<file path="config.mk">
export PLATFORM = sky130hd
export DESIGN_NAME = decode_stage
export DESIGN_NICKNAME = d
export VERILOG_FILES = /design/src/rtl/decode_stage.sv
export SDC_FILE = /design/constraint.sdc
export NUM_CORES = 1
export LEC_CHECK = 0
export BUFFER_PORTS_ARGS = -buffer_cell sky130_fd_sc_hd__buf_2
export CAP_MARGIN = 15
export CORE_ASPECT_RATIO = 2
export CORE_MARGIN = 2
export CORE_UTILIZATION = 45
export CTS_CLUSTER_DIAMETER = 100
export DETAILED_ROUTE_END_ITERATION = 8
export HOLD_SLACK_MARGIN = 0.12
export PLACE_DENSITY = 0.66
export SLEW_MARGIN = 5
export SYNTH_ARGS = -nofsm -noshare
export SYNTH_HDL_FRONTEND = slang
export SYNTH_SLANG_ARGS = --single-unit
</file>
<file path="constraint.sdc">
create_clock -name clk -period 23.5 [get_ports clk]
set_input_delay 4.7 -clock clk [delete_from_list [all_inputs] [get_ports clk]]
set_output_delay 4.7 -clock clk [all_outputs]
set_load 0.02 [all_outputs]
</file>
<file path="src/rtl/decode_stage.sv">
// Registered RV32IM-subset decode stage with a 2-entry skid buffer.
// in_ready depends only on state, never on out_ready.
module decode_stage #(
    parameter int INSTR_SIZE = 32,
    parameter int PC_SIZE    = 32,
    parameter int REG_IDX    = 5
) (
    input  logic                  clk,
    input  logic                  reset,
    input  logic                  flush,
    input  logic                  in_valid,
    output logic                  in_ready,
    input  logic [INSTR_SIZE-1:0] in_instr,
    input  logic [PC_SIZE-1:0]    in_pc,
    output logic                  out_valid,
    input  logic                  out_ready,
    output logic [PC_SIZE-1:0]    out_pc,
    output logic [6:0]            out_opcode,
    output logic [2:0]            out_funct3,
    output logic [6:0]            out_funct7,
    output logic [REG_IDX-1:0]    out_rs1,
    output logic [REG_IDX-1:0]    out_rs2,
    output logic [REG_IDX-1:0]    out_rd,
    output logic [4:0]            out_fmt,
    output logic [PC_SIZE-1:0]    out_imm,
    output logic [PC_SIZE-1:0]    out_target,
    output logic                  out_illegal
);

    localparam logic [6:0] OP_ALU    = 7'b0110011;
    localparam logic [6:0] OP_IMM    = 7'b0010011;
    localparam logic [6:0] OP_LOAD   = 7'b0000011;
    localparam logic [6:0] OP_STORE  = 7'b0100011;
    localparam logic [6:0] OP_BRANCH = 7'b1100011;
    localparam logic [6:0] OP_JAL    = 7'b1101111;

    typedef struct packed {
        logic [PC_SIZE-1:0] pc;
        logic [6:0]         opcode;
        logic [2:0]         funct3;
        logic [6:0]         funct7;
        logic [REG_IDX-1:0] rs1;
        logic [REG_IDX-1:0] rs2;
        logic [REG_IDX-1:0] rd;
        logic [4:0]         fmt;
        logic [PC_SIZE-1:0] imm;
        logic [PC_SIZE-1:0] target;
        logic               illegal;
    } entry_t;

    typedef enum logic [1:0] {
        EMPTY = 2'd0,
        FULL  = 2'd1,
        SKID  = 2'd2
    } state_t;

    state_t state_q, state_d;
    entry_t main_q, main_d;
    entry_t skid_q, skid_d;
    entry_t dec;
    entry_t view;

    logic [6:0]         op;
    logic [6:0]         f7;
    logic [REG_IDX-1:0] rs1_f, rs2_f, rd_f;
    logic [PC_SIZE-1:0] imm_i, imm_s, imm_b, imm_j;
    logic               accept, pop;

    assign op    = in_instr[6:0];
    assign f7    = in_instr[31:25];
    assign rs1_f = in_instr[15 +: REG_IDX];
    assign rs2_f = in_instr[20 +: REG_IDX];
    assign rd_f  = in_instr[7 +: REG_IDX];

    assign imm_i = {{(PC_SIZE-12){in_instr[31]}}, in_instr[31:20]};
    assign imm_s = {{(PC_SIZE-12){in_instr[31]}}, in_instr[31:25],
                    in_instr[11:7]};
    assign imm_b = {{(PC_SIZE-13){in_instr[31]}}, in_instr[31],
                    in_instr[7], in_instr[30:25], in_instr[11:8], 1'b0};
    assign imm_j = {{(PC_SIZE-21){in_instr[31]}}, in_instr[31],
                    in_instr[19:12], in_instr[20], in_instr[30:21], 1'b0};

    always_comb begin
        dec        = '0;
        dec.pc     = in_pc;
        dec.opcode = op;
        dec.funct3 = in_instr[14:12];
        dec.funct7 = f7;
        unique case (1'b1)
            op == OP_ALU: begin
                if (f7 == 7'h00 || f7 == 7'h20 || f7 == 7'h01) begin
                    dec.fmt = 5'b00001;
                    dec.rs1 = rs1_f;
                    dec.rs2 = rs2_f;
                    dec.rd  = rd_f;
                end else begin
                    dec.illegal = 1'b1;
                end
            end
            op == OP_IMM || op == OP_LOAD: begin
                dec.fmt = 5'b00010;
                dec.rs1 = rs1_f;
                dec.rd  = rd_f;
                dec.imm = imm_i;
            end
            op == OP_STORE: begin
                dec.fmt = 5'b00100;
                dec.rs1 = rs1_f;
                dec.rs2 = rs2_f;
                dec.imm = imm_s;
            end
            op == OP_BRANCH: begin
                dec.fmt    = 5'b01000;
                dec.rs1    = rs1_f;
                dec.rs2    = rs2_f;
                dec.imm    = imm_b;
                dec.target = in_pc + imm_b;
            end
            op == OP_JAL: begin
                dec.fmt    = 5'b10000;
                dec.rd     = rd_f;
                dec.imm    = imm_j;
                dec.target = in_pc + imm_j;
            end
            default: dec.illegal = 1'b1;
        endcase
    end

    assign in_ready  = (state_q != SKID);
    assign out_valid = (state_q != EMPTY);
    assign accept    = in_valid && in_ready && !flush;
    assign pop       = out_valid && out_ready && !flush;

    always_comb begin
        state_d = state_q;
        main_d  = main_q;
        skid_d  = skid_q;
        if (flush) begin
            state_d = EMPTY;
        end else begin
            unique case (state_q)
                EMPTY: begin
                    if (accept) begin
                        main_d  = dec;
                        state_d = FULL;
                    end
                end
                FULL: begin
                    if (accept && pop) begin
                        main_d = dec;
                    end else if (accept) begin
                        skid_d  = dec;
                        state_d = SKID;
                    end else if (pop) begin
                        state_d = EMPTY;
                    end
                end
                SKID: begin
                    if (pop) begin
                        main_d  = skid_q;
                        state_d = FULL;
                    end
                end
                default: state_d = EMPTY;
            endcase
        end
    end

    always_ff @(posedge clk or posedge reset) begin
        if (reset) begin
            state_q <= EMPTY;
            main_q  <= '0;
            skid_q  <= '0;
        end else begin
            state_q <= state_d;
            main_q  <= main_d;
            skid_q  <= skid_d;
        end
    end

    // Outputs read as zero whenever nothing is presented.
    assign view = out_valid ? main_q : '0;

    assign out_pc      = view.pc;
    assign out_opcode  = view.opcode;
    assign out_funct3  = view.funct3;
    assign out_funct7  = view.funct7;
    assign out_rs1     = view.rs1;
    assign out_rs2     = view.rs2;
    assign out_rd      = view.rd;
    assign out_fmt     = view.fmt;
    assign out_imm     = view.imm;
    assign out_target  = view.target;
    assign out_illegal = view.illegal;

endmodule
</file>
# Word-level counts from Yosys, hierarchy flattened
# Index checks and enable logic that the tools add are counted.
# word_totals
reg_bits,270
in_bits,69
output_inout_bits,136
elab_cells,86
# op_classes
addsub,2
eq_ne,18
n_mux,21
n_bitwise,2
n_reduce_logical,20
# ops
op,count
$mux 134,4
$pmux 134 s3,1
$pmux 32 s4,1
$add 32x32->32,2
$pmux 32 s2,1
$pmux 5 s2,3
$pmux 5 s5,1
$eq 7x6->1 const B,3
$mux 20,1
$eq 7x7->1 const B,2
$mux 2,6
$ne 3x3->1 const B,3
$ne 2x2->1 const B,4
$reduce_and 4->1,2
$eq 7x1->1 const B,1
$eq 7x2->1 const B,1
$eq 7x5->1 const B,1
$logic_not 7->1,1
$pmux 2 s3,1
$logic_and 1x1->1,5
$reduce_and 5->1,1
$ne 4x4->1 const B,1
$reduce_or 2->1,2
$reduce_or 4->1,1
other kinds (11),14

# Longest topological paths before layout
# Gate-level depths: netlist of the first run.
# depth
ltp_word,8
depth_mapped,19

# Least setup slack after synthesis of the first run
# No wires, ideal clock.
# synth_path
path_kind,input-to-reg
startpoint,input port in_instr[5]
endpoint,register main_q[30] (netlist name)
arrival_ps,8131
required_ps,23374
setup_slack_ps,15243
stages,18
path_cell_list,buf_2 -> nor2b_1 -> nand4_1 -> nor2_1 -> buf_2 -> mux2_2 -> ha_1 -> inv_1 -> fa_1 -> nand2b_1 -> a21oi_1 -> o311ai_2 -> nand3_1 -> a311o_1 -> a41oi_2 -> xnor2_1 -> a221oi_1 -> nor2_1
# synth_via
elab_chain_len,4
# synth_lines
element,line,text
from (decl),13,"input logic [INSTR_SIZE-1:0] in_instr,"
$eq 7x7->1 (on tied branches),"119, 112",
$pmux 32 s2 *,89,unique case (1'b1)
$mux 134 (on tied branches),"149, 143",
$pmux 134 s3 *,141,unique case (state_q)
to (signal assigned),176,main_q <= main_d;
to (decl),58,"entry_t main_q, main_d;"
# Every way passes the cells marked *; elsewhere a longest branch is shown, timed or not. The select of a mux whose other input is x is not followed.
# A chain may end at the register's enable or synchronous reset.

# Worst setup path after layout of the first run
# layout_path
startpoint,input port in_instr[5]
endpoint,register main_q[32] (netlist name)
# Same word-level chain as after synthesis.

==> results of run 1 <==
==> worst paths after layout <==
check,to,cells past startpoint
hold reg to reg,main_q[0],2
min in group asynchronous,main_q[72],2
setup / recovery,main_q[32],18
max in group asynchronous,skid_q[49],4
hold / removal,main_q[0],2
setup reg to reg,main_q[31],9
==> placed cells by master (no fill, tap or decap), drive strengths merged, types with 10 or more instances in the layout <==
master and n:
a21o 10, a21oi 89, a31oi 66, and2 126, buf 217, clkbuf 32
dfrtp 248, ha 33, inv 10, mux2 53, nand2 320, nand3 23
nor2 151, nor3 11, o21ai 137, o31ai 10, xnor2 15, xor2 11
==> tightest hold or removal path, stage by stage, from the launching register on <==
cell	delay, ns
dfrtp_1	0.34
nand2_1	0.04
o21ai_0	0.05
==> Yosys cell counts, types with 6 or more instances <==
library cell	count	area (um^2)
and2_1	125	782
dfrtp_1	248	6210
nand3_1	23	115
xor2_1	11	96.3
mux2_2	53	597
ha_1	33	413
a21o_1	8	60.1
inv_1	10	37.5
nand2_1	320	1200
buf_4	12	90.1
nand2b_1	6	37.5
nor2b_1	7	43.8
a31oi_1	66	413
nor3_1	11	55.1
a21oi_1	88	440
nand4_1	7	43.8
clkbuf_1	93	349
o21ai_1	8	40.0
nor2_1	151	567
o21ai_0	128	641
o31ai_1	9	67.6
xnor2_1	15	131
==> layout make-up <==
type / count / area (um^2)
Antenna cell: 1 / 2.50
Clock buffer: 32 / 679
Clock inverter: 7 / 65.1
Fill cell: 2744 / 13800
Inverter: 10 / 45.0
Multi-Input combinational cell: 1145 / 6460
Sequential cell: 248 / 6210
Tap cell: 360 / 450
Timing Repair Buffer: 217 / 1130
==> metrics by stage <==
step | worst slack (ns) | instances | area [um^2] | power (mW)
global route | 14.80 | 2020 | 15000 | 1.14
floorplan | 11.99 | 1515 | 13200 | 0.651
finish | 15.10 | 2020 | 15000 | 1.09
detailed placement | 14.68 | 1979 | 14300 | 0.716
global placement | 14.79 | 1979 | 14300 | 0.710
CTS | 15.21 | 2018 | 15000 | 1.09
==> routing by layer <==
| layer | vias to the layer above | wire, um |
|---|---|---|
| met5 | - | 0 |
| met1 | 5292 | 14400 |
| met2 | 360 | 19000 |
| li1 | 5406 | - |
| met3 | 79 | 1600 |
| met4 | 0 | 1740 |
==> flip-flops by register name, indices dropped and copies added (netlist names) <==
signal and cells:
main_q 123, skid_q 123, state_q 2
==> logic make-up (layout without fill, tap and decap cells) <==
group,after synthesis,after routing,share of synthesized area
adders and majority gates,34,34,0.0329
xor gates and xnor gates,26,26,0.0173
AOI/OAI and AO/OA,358,358,0.163
other,0,1,0
DFF,248,248,0.472
and+or+nand+nor,673,673,0.228
buffers and inverters,122,266,0.0413
muxes,54,54,0.0461
==> where the power goes <==
part,total [mW],switching (mW),internal (mW)
Clock,0.377,0.165,0.212
Sequential,0.504,0.0261,0.478
Combinational,0.204,0.124,0.0796
Total,1.09,0.316,0.770
==> impl_metrics.json, run 1 <==
{
  "status": "finished clean",
  "drt_iter0_drc": 769,
  "ys.flop_type": "dfrtp_1",
  "port_buffers": 204,
  "worst_setup_path_start_kind": "primary input",
  "antenna_left": 0,
  "busiest_layer": "met2",
  "peakVddDrop_mv": 0.0528,
  "setup_viol": 0,
  "remaining_drc_errors": 0,
  "fin_nets": 1748,
  "path_clk_slew_ns": 0.06,
  "async_flop_share": 1.00,
  "fin_hold_ws_ns": 0.468,
  "track_usage": 0.237,
  "root_buffer": "clkbuf_16",
  "initial_core_util": 0.456,
  "die_w_um": 125,
  "die-area_um2": 30700,
  "holdBufCountCts": 0,
  "slowest_stage": "o311ai_2",
  "r2r-start": "state_q[1]",
  "gr-usage-met1": 0.278,
  "avgSynthCellArea_um2": 8.69,
  "num_rows": 88,
  "cts_tree": "built",
  "fmax_ghz": 0.119,
  "seq_area_frac_synth": 0.472,
  "dp_hpwl_mm": 25.4,
  "postCtsSetupBuffers": 0,
  "hold_viol": 0,
  "fin_crit_ns": 8.40,
  "critPathCaptureType": "flip-flop",
  "cp_num_buf_inv": 3,
  "rsz0062_at_grt": "no",
  "num_vias": 11100,
  "grt_max_degree": 125,
  "syn_inst": 1515,
  "ctsResizeCount": 0,
  "syn-num-nets": 1618,
  "drt-total-wl_mm": 36.8,
  "synth_warnings": 0,
  "post-route-util": 0.521,
  "grt_pass1_vias": 10900,
  "clockBufferDepth": 3,
  "finalClockSkew_ns": 0.0162,
  "numCtsBuffers": 23,
  "slew_headroom": 0.308,
  "use_met2": 0.432,
  "post_synth_instance_area_um2": 13200,
  "worstPathCellList": "buf_2 > nor2b_1 > nand4_1 > nor2_1 > buf_4 > mux2_2 > ha_1 > inv_1 > fa_1 > nand2b_1 > a21oi_1 > o311ai_2 > a211oi_2 > nor4_1 > o21ai_1 > a221oi_2 > xnor2_1 > o21ai_1",
  "synth_edf_count": 0,
  "cellLeakagePower_nw": 7.02,
  "antenna_found_initial": 1,
  "critPathTopFamily": "compound AO/OA/AOI/OAI gates",
  "wl_per_cell_um": 18.2,
  "htreeDepth": 1,
  "ioPinCount": 205,
  "crit_start": "in_instr[5]",
  "ys_types": 68,
  "arrival_ns": 8.80,
  "min_from": "main_q[0]",
  "area_growth_pct": 14.2,
  "path_class": "in -> reg",
  "cp_common_cell": "o21ai_1",
  "slew_violations": 0,
  "tns_ns": 0,
  "p_per_area_nw_per_um2": 72.2,
  "worstMarginPinSlew_ns": 1.04,
  "viasPerCell": 5.51,
  "cts_sinks": 248,
  "coreArea_um2": 28800,
  "required_ns": 23.90,
  "drive_gt1_frac": 0.200,
  "gp_congestion": 0.891,
  "critPathMaxStageDelay_ns": 0.48,
  "first_pass_iters": 7,
  "gr-usage-met3": 0.0242,
  "grt_pass1_wl_mm": 58.6,
  "cp_max_fo": 24,
  "ys_ff_latch": 248,
  "period_share": 0.358,
  "drv_cap": 0,
  "holdCritPathClass": "reg -> reg",
  "die_height_um": 246,
  "regToRegSetupSlack_ns": 20.31,
  "grt-ovfl-total": 0,
  "worst_skew_pair.late_latency_ns": 0.52
}
Note: power is estimated with default switching activity, not from simulation.
==> run 2, diff against run 1 <==
- PLACE_DENSITY: 0.66 -> 0.68
- clock period: 23.5 -> 7.2 ns (I/O delays scaled with it)
==> run 2 against run 1 <==
Core utilization grew 0.19 points. Worst setup slack lost 13 ns. Global-route usage about the same. Sequential share of layout area is 0.15 points lower. Via count shrank 0.12%. Clock-buffer cell count is 2 higher. Combinational power rose to 3.3 times the previous value. First-iteration DRC count up 2.2%. Routed wire length rose by 0.67%. Final cell count about the same. Flip-flop and latch count is the same. Critical path type unchanged.
==> impl_metrics.json, run 2 (same netlist as run 1, synthesis figures left out) <==
{
  "gp_congestion": 0.893,
  "slowest_stage": "a211oi_2",
  "fin_hold_ws_ns": 0.473,
  "final_common_cell": "nand2_1",
  "rr_endpoint": "main_q[24]",
  "grt_pass1_wl_mm": 58.6,
  "dp_hpwl_mm": 25.6,
  "cp_max_fo": 24,
  "p_per_area_nw_per_um2": 237,
  "first_pass_iters": 6,
  "cts_sinks": 248,
  "die_height_um": 246,
  "most-common-layout-cells": "320 x nand2_1, 248 x dfrtp_1, 204 x buf_2",
  "path_clk_slew_ns": 0.06,
  "register_area_um2": 6210,
  "area_growth_pct": 14.6,
  "coreArea_um2": 28800,
  "drt-total-wl_mm": 37.0,
  "htreeDepth": 1,
  "grt_pass1_vias": 10900,
  "multi_input_area_um2": 6460,
  "grt_max_degree": 132,
  "fin_cells": 2022,
  "postCtsSetupBuffers": 0,
  "holdBufCountCts": 0,
  "r2r-start": "state_q[0]",
  "path_class": "in -> reg",
  "antenna_left": 0,
  "worst_skew_pair.late_latency_ns": 0.53,
  "critPathCaptureType": "flip-flop",
  "wl_per_cell_um": 18.3,
  "track_usage": 0.238,
  "p_total_mw": 3.58,
  "fin_nets": 1747,
  "cts_tree": "built",
  "r2r_cells": 6,
  "clockBufferDepth": 3,
  "reg_top3": "main_q: 123 flops, skid_q: 123 flops, state_q: 2 flops",
  "worst_setup_path_start_kind": "primary input",
  "drv_cap": 0,
  "viasPerCell": 5.50,
  "post-route-util": 0.523,
  "ioPinCount": 205,
  "drt_iter0_drc": 786,
  "worstMarginPinSlew_ns": 1.13,
  "worstPathCellList": "buf_2 > nor2b_1 > nand4_1 > nor2_1 > buf_4 > mux2_2 > ha_1 > inv_1 > fa_1 > nand2b_1 > a21oi_1 > o311ai_2 > a211oi_2 > nor4_1 > o21ai_1 > xor2_1 > nand3_1 > a31oi_1",
  "grt-ovfl-total": 0,
  "die_w_um": 125,
  "slew_headroom": 0.249,
  "root_buffer": "clkbuf_16",
  "rsz0062_at_grt": "no",
  "setup_viol": 0,
  "cp-endpoint": "main_q[28]",
  "status": "finished clean",
  "remaining_drc_errors": 0,
  "numCtsBuffers": 23,
  "ctsResizeCount": 0,
  "tns_ns": 0,
  "num_rows": 88,
  "port_buffers": 204,
  "num_vias": 11100,
  "fin_crit_ns": 5.03,
  "dpl.cell_count": 1978,
  "cellLeakagePower_nw": 7.04,
  "die-area_um2": 30700,
  "min_from": "main_q[33]",
  "slew_violations": 0,
  "regToRegSetupSlack_ns": 3.63,
  "period_share": 0.698,
  "fmax_ghz": 0.199,
  "fill_cells": 2734,
  "initial_core_util": 0.456,
  "critPathMaxStageDelay_ns": 0.38,
  "hold_viol": 0,
  "antenna_found_initial": 2,
  "peakVddDrop_mv": 0.169,
  "drive_gt1_frac": 0.198,
  "finalClockSkew_ns": 0.0185,
  "crit_start": "in_instr[5]",
  "holdCritPathClass": "reg -> reg",
  "required_ns": 7.64,
  "arrival_ns": 5.47
}
[run 2: cell count changes in the layout (fill, tap and decap cells not counted), sizes merged]
cell / previous run / this run
clkinv: 4 / 2
bufinv: 1 / 2
buf: 217 / 216
clkbuf: 32 / 34
inv: 10 / 11
diode: 1 / 2
[run 2: how the worst min path moves through the flow]
stage	to	depth (start not counted)
6_report	main_q[33]	2
5_1_grt	skid_q[2]	2
4_1_cts	main_q[4]	2
3_5_place_dp	main_q[8]	2
3_3_place_gp	main_q[38]	2
2_1_floorplan	main_q[0]	2
[run 2: where the power goes]
part	internal [mW]	switching [mW]	leakage, nW
clock network	0.716	0.548	0.372
logic	0.262	0.408	3.48
registers	1.56	0.0857	3.19
total	2.54	1.04	7.04
[run 2: metrics by stage]
step,setup slack [ns],area [um^2]
floorplan,2.20,13200
global placement,1.79,14300
detailed placement,1.69,14300
CTS,2.21,15100
global route,1.84,15100
finish,2.17,15100
[run 2: area by class of cell]
cell class	instances	share of cell area
flip-flops and latches	248	0.411
clock inverters	7	0.00630
inverters	10	0.00274
clock buffers	34	0.0442
well taps	360	0.0299
repair buffers	216	0.0774
diodes	2	0.000332
multi-input cells	1145	0.428
[run 2: routing by layer]
metal / share of wire / track usage / vias to the layer above / wire, um
met5: 0 / 0 / - / 0
met4: 0.045 / 0.114 / 0 / 1670
met3: 0.035 / 0.0189 / 83 / 1290
met2: 0.53 / 0.437 / 297 / 19600
met1: 0.39 / 0.278 / 5349 / 14400
li1: - / - / 5395 / -
[run 2: worst max-delay path: cells and delay by family]
family                   cells  cell delay [ns]
multiplexers                 1             0.21
XOR/XNOR                     1             0.22
AND/OR/NAND/NOR              6             1.06
buffers and inverters        3             0.54
AO/OA/AOI/OAI                5             1.46
adder cells (fa/ha/maj)      2             0.53
==> run 3, diff against run 2 <==
- PLACE_DENSITY: 0.68 -> 0.66
- clock period: 7.2 -> 5.2 ns (I/O delays scaled with it)
==> run 3 against run 2 <==
Sequential power increased by 39%. Clock-buffer cell count fell by 1. Power up 37%. First-iteration DRC count down 1.8%. Critical path depth down 1. Largest cell class unchanged. Largest power group unchanged.
==> impl_metrics.json, run 3 (same netlist as run 1, synthesis figures left out) <==
{
  "fin_crit_ns": 4.35,
  "top_layer": "met4",
  "htreeDepth": 1,
  "area_growth_pct": 15.0,
  "worst_skew_pair.late_latency_ns": 0.53,
  "die_w_um": 125,
  "drv_cap": 0,
  "p_per_area_nw_per_um2": 325,
  "final_common_cell": "nand2_1",
  "path_clk_slew_ns": 0.07,
  "critPathTopFamily": "compound AO/OA/AOI/OAI gates",
  "die_height_um": 246,
  "grt_pass1_vias": 11000,
  "ioPinCount": 205,
  "antenna_found_initial": 2,
  "cp_num_buf_inv": 2,
  "critPathMaxStageDelay_ns": 0.47,
  "track_usage": 0.245,
  "holdBufCountCts": 0,
  "status": "finished clean",
  "fin_ws_ns": 0.855,
  "grt_pass1_wl_mm": 60.1,
  "numCtsBuffers": 23,
  "cts_sinks": 248,
  "arrival_ns": 4.75,
  "wl_per_cell_um": 18.7,
  "postCtsSetupBuffers": 0,
  "worstMarginPinSlew_ns": 0.909,
  "wl_met3_mm": 1.45,
  "period_share": 0.836,
  "setup_viol": 0,
  "min_from": "main_q[38]",
  "grt-ovfl-total": 0,
  "initial_core_util": 0.456,
  "first_pass_iters": 6,
  "coreArea_um2": 28800,
  "worst_setup_path_start_kind": "primary input",
  "num_rows": 88,
  "num_vias": 11200,
  "root_buffer": "clkbuf_16",
  "path_class": "in -> reg",
  "dp_hpwl_mm": 26.6,
  "slew_headroom": 0.390,
  "drive_gt1_frac": 0.202,
  "required_ns": 5.61,
  "worstPathCellList": "buf_2 > nor2b_1 > nand4_1 > nor2_1 > mux2_2 > ha_1 > inv_1 > fa_1 > nand2b_1 > a21oi_1 > o311ai_2 > nand3_1 > a311o_1 > a41oi_2 > xnor2_1 > a221oi_1 > nor2_1",
  "viasPerCell": 5.53,
  "cp_common_cell": "nor2_1",
  "clockBufferDepth": 3,
  "regToRegSetupSlack_ns": 2.58,
  "holdPathStages": 2,
  "tns_ns": 0,
  "most-common-layout-cells": "320 x nand2_1, 248 x dfrtp_1, 204 x buf_2",
  "fin_hold_ws_ns": 0.468,
  "postLayoutCellArea_um2": 15100,
  "place_area_um2": 14300,
  "holdCritPathClass": "reg -> reg",
  "finalClockSkew_ns": 0.0147,
  "peakVddDrop_mv": 0.293,
  "cellLeakagePower_nw": 7.08,
  "cts_tree": "built",
  "cp_max_fo": 5,
  "drt-total-wl_mm": 37.9,
  "hold_viol": 0,
  "slew_violations": 0,
  "gp_congestion": 0.893,
  "rr_endpoint": "main_q[115]",
  "die-area_um2": 30700,
  "antenna_left": 0,
  "ctsResizeCount": 0,
  "grt_max_degree": 137,
  "port_buffers": 204,
  "fmax_ghz": 0.230,
  "slowest_stage": "o311ai_2",
  "r2r-start": "state_q[1]",
  "fin_nets": 1756,
  "post-route-util": 0.525,
  "r2r_cells": 8,
  "reg_top3": "main_q: 123 flops, skid_q: 123 flops, state_q: 2 flops",
  "dp_slack_ns": 0.393,
  "critPathCaptureType": "flip-flop",
  "dr_wl_met2_mm": 20.1,
  "drt_iter0_drc": 772,
  "drt-met1-wl_mm": 14.6,
  "holdPathEnd": "main_q[38]",
  "rsz0062_at_grt": "no",
  "remaining_drc_errors": 0
}
run 3: worst max path at each step:
stage            endpoint  depth (start not counted)        start
5_1_grt        skid_q[32]                         17  in_instr[5]
4_1_cts        main_q[30]                         17  in_instr[5]
2_1_floorplan  main_q[30]                         18  in_instr[5]
3_3_place_gp   main_q[30]                         17  in_instr[5]
3_5_place_dp   main_q[30]                         17  in_instr[5]
6_report       main_q[30]                         17  in_instr[5]
run 3: area by class of cell:
class	instances	area, um^2
Inverter	10	41.3
Sequential cell	248	6210
Tap cell	360	450
Clock buffer	33	673
Timing Repair Buffer	225	1240
Clock inverter	6	62.6
Antenna cell	2	5.00
Fill cell	2764	13700
Multi-Input combinational cell	1145	6460
run 3: where the power goes:
| group | switching [mW] | internal [mW] | leakage (nW) |
|---|---|---|---|
| Combinational | 0.570 | 0.368 | 3.52 |
| Clock | 0.743 | 0.949 | 0.366 |
| Sequential | 0.126 | 2.16 | 3.19 |
| Total | 1.44 | 3.48 | 7.08 |
run 3: metrics by stage:
stage	std cells	power, mW
final	2029	4.92
after global routing	2029	5.14
after CTS	2025	4.96
after detailed placement	1986	3.25
after global placement	1986	3.22
after floorplan	1515	2.94
run 3: worst min-delay path, delay by kind of cell, from the launching register on:
kind / cells / cell delay, ns
DFF: 1 / 0.34
and+or+nand+nor: 1 / 0.04
AOI/OAI and AO/OA: 1 / 0.05
run 3: routing by layer:
layer | GRT usage | vias to the layer above
met4 | 0.110 | 0
met3 | 0.0194 | 83
met5 | 0 | -
met2 | 0.455 | 304
met1 | 0.285 | 5411
li1 | - | 5427
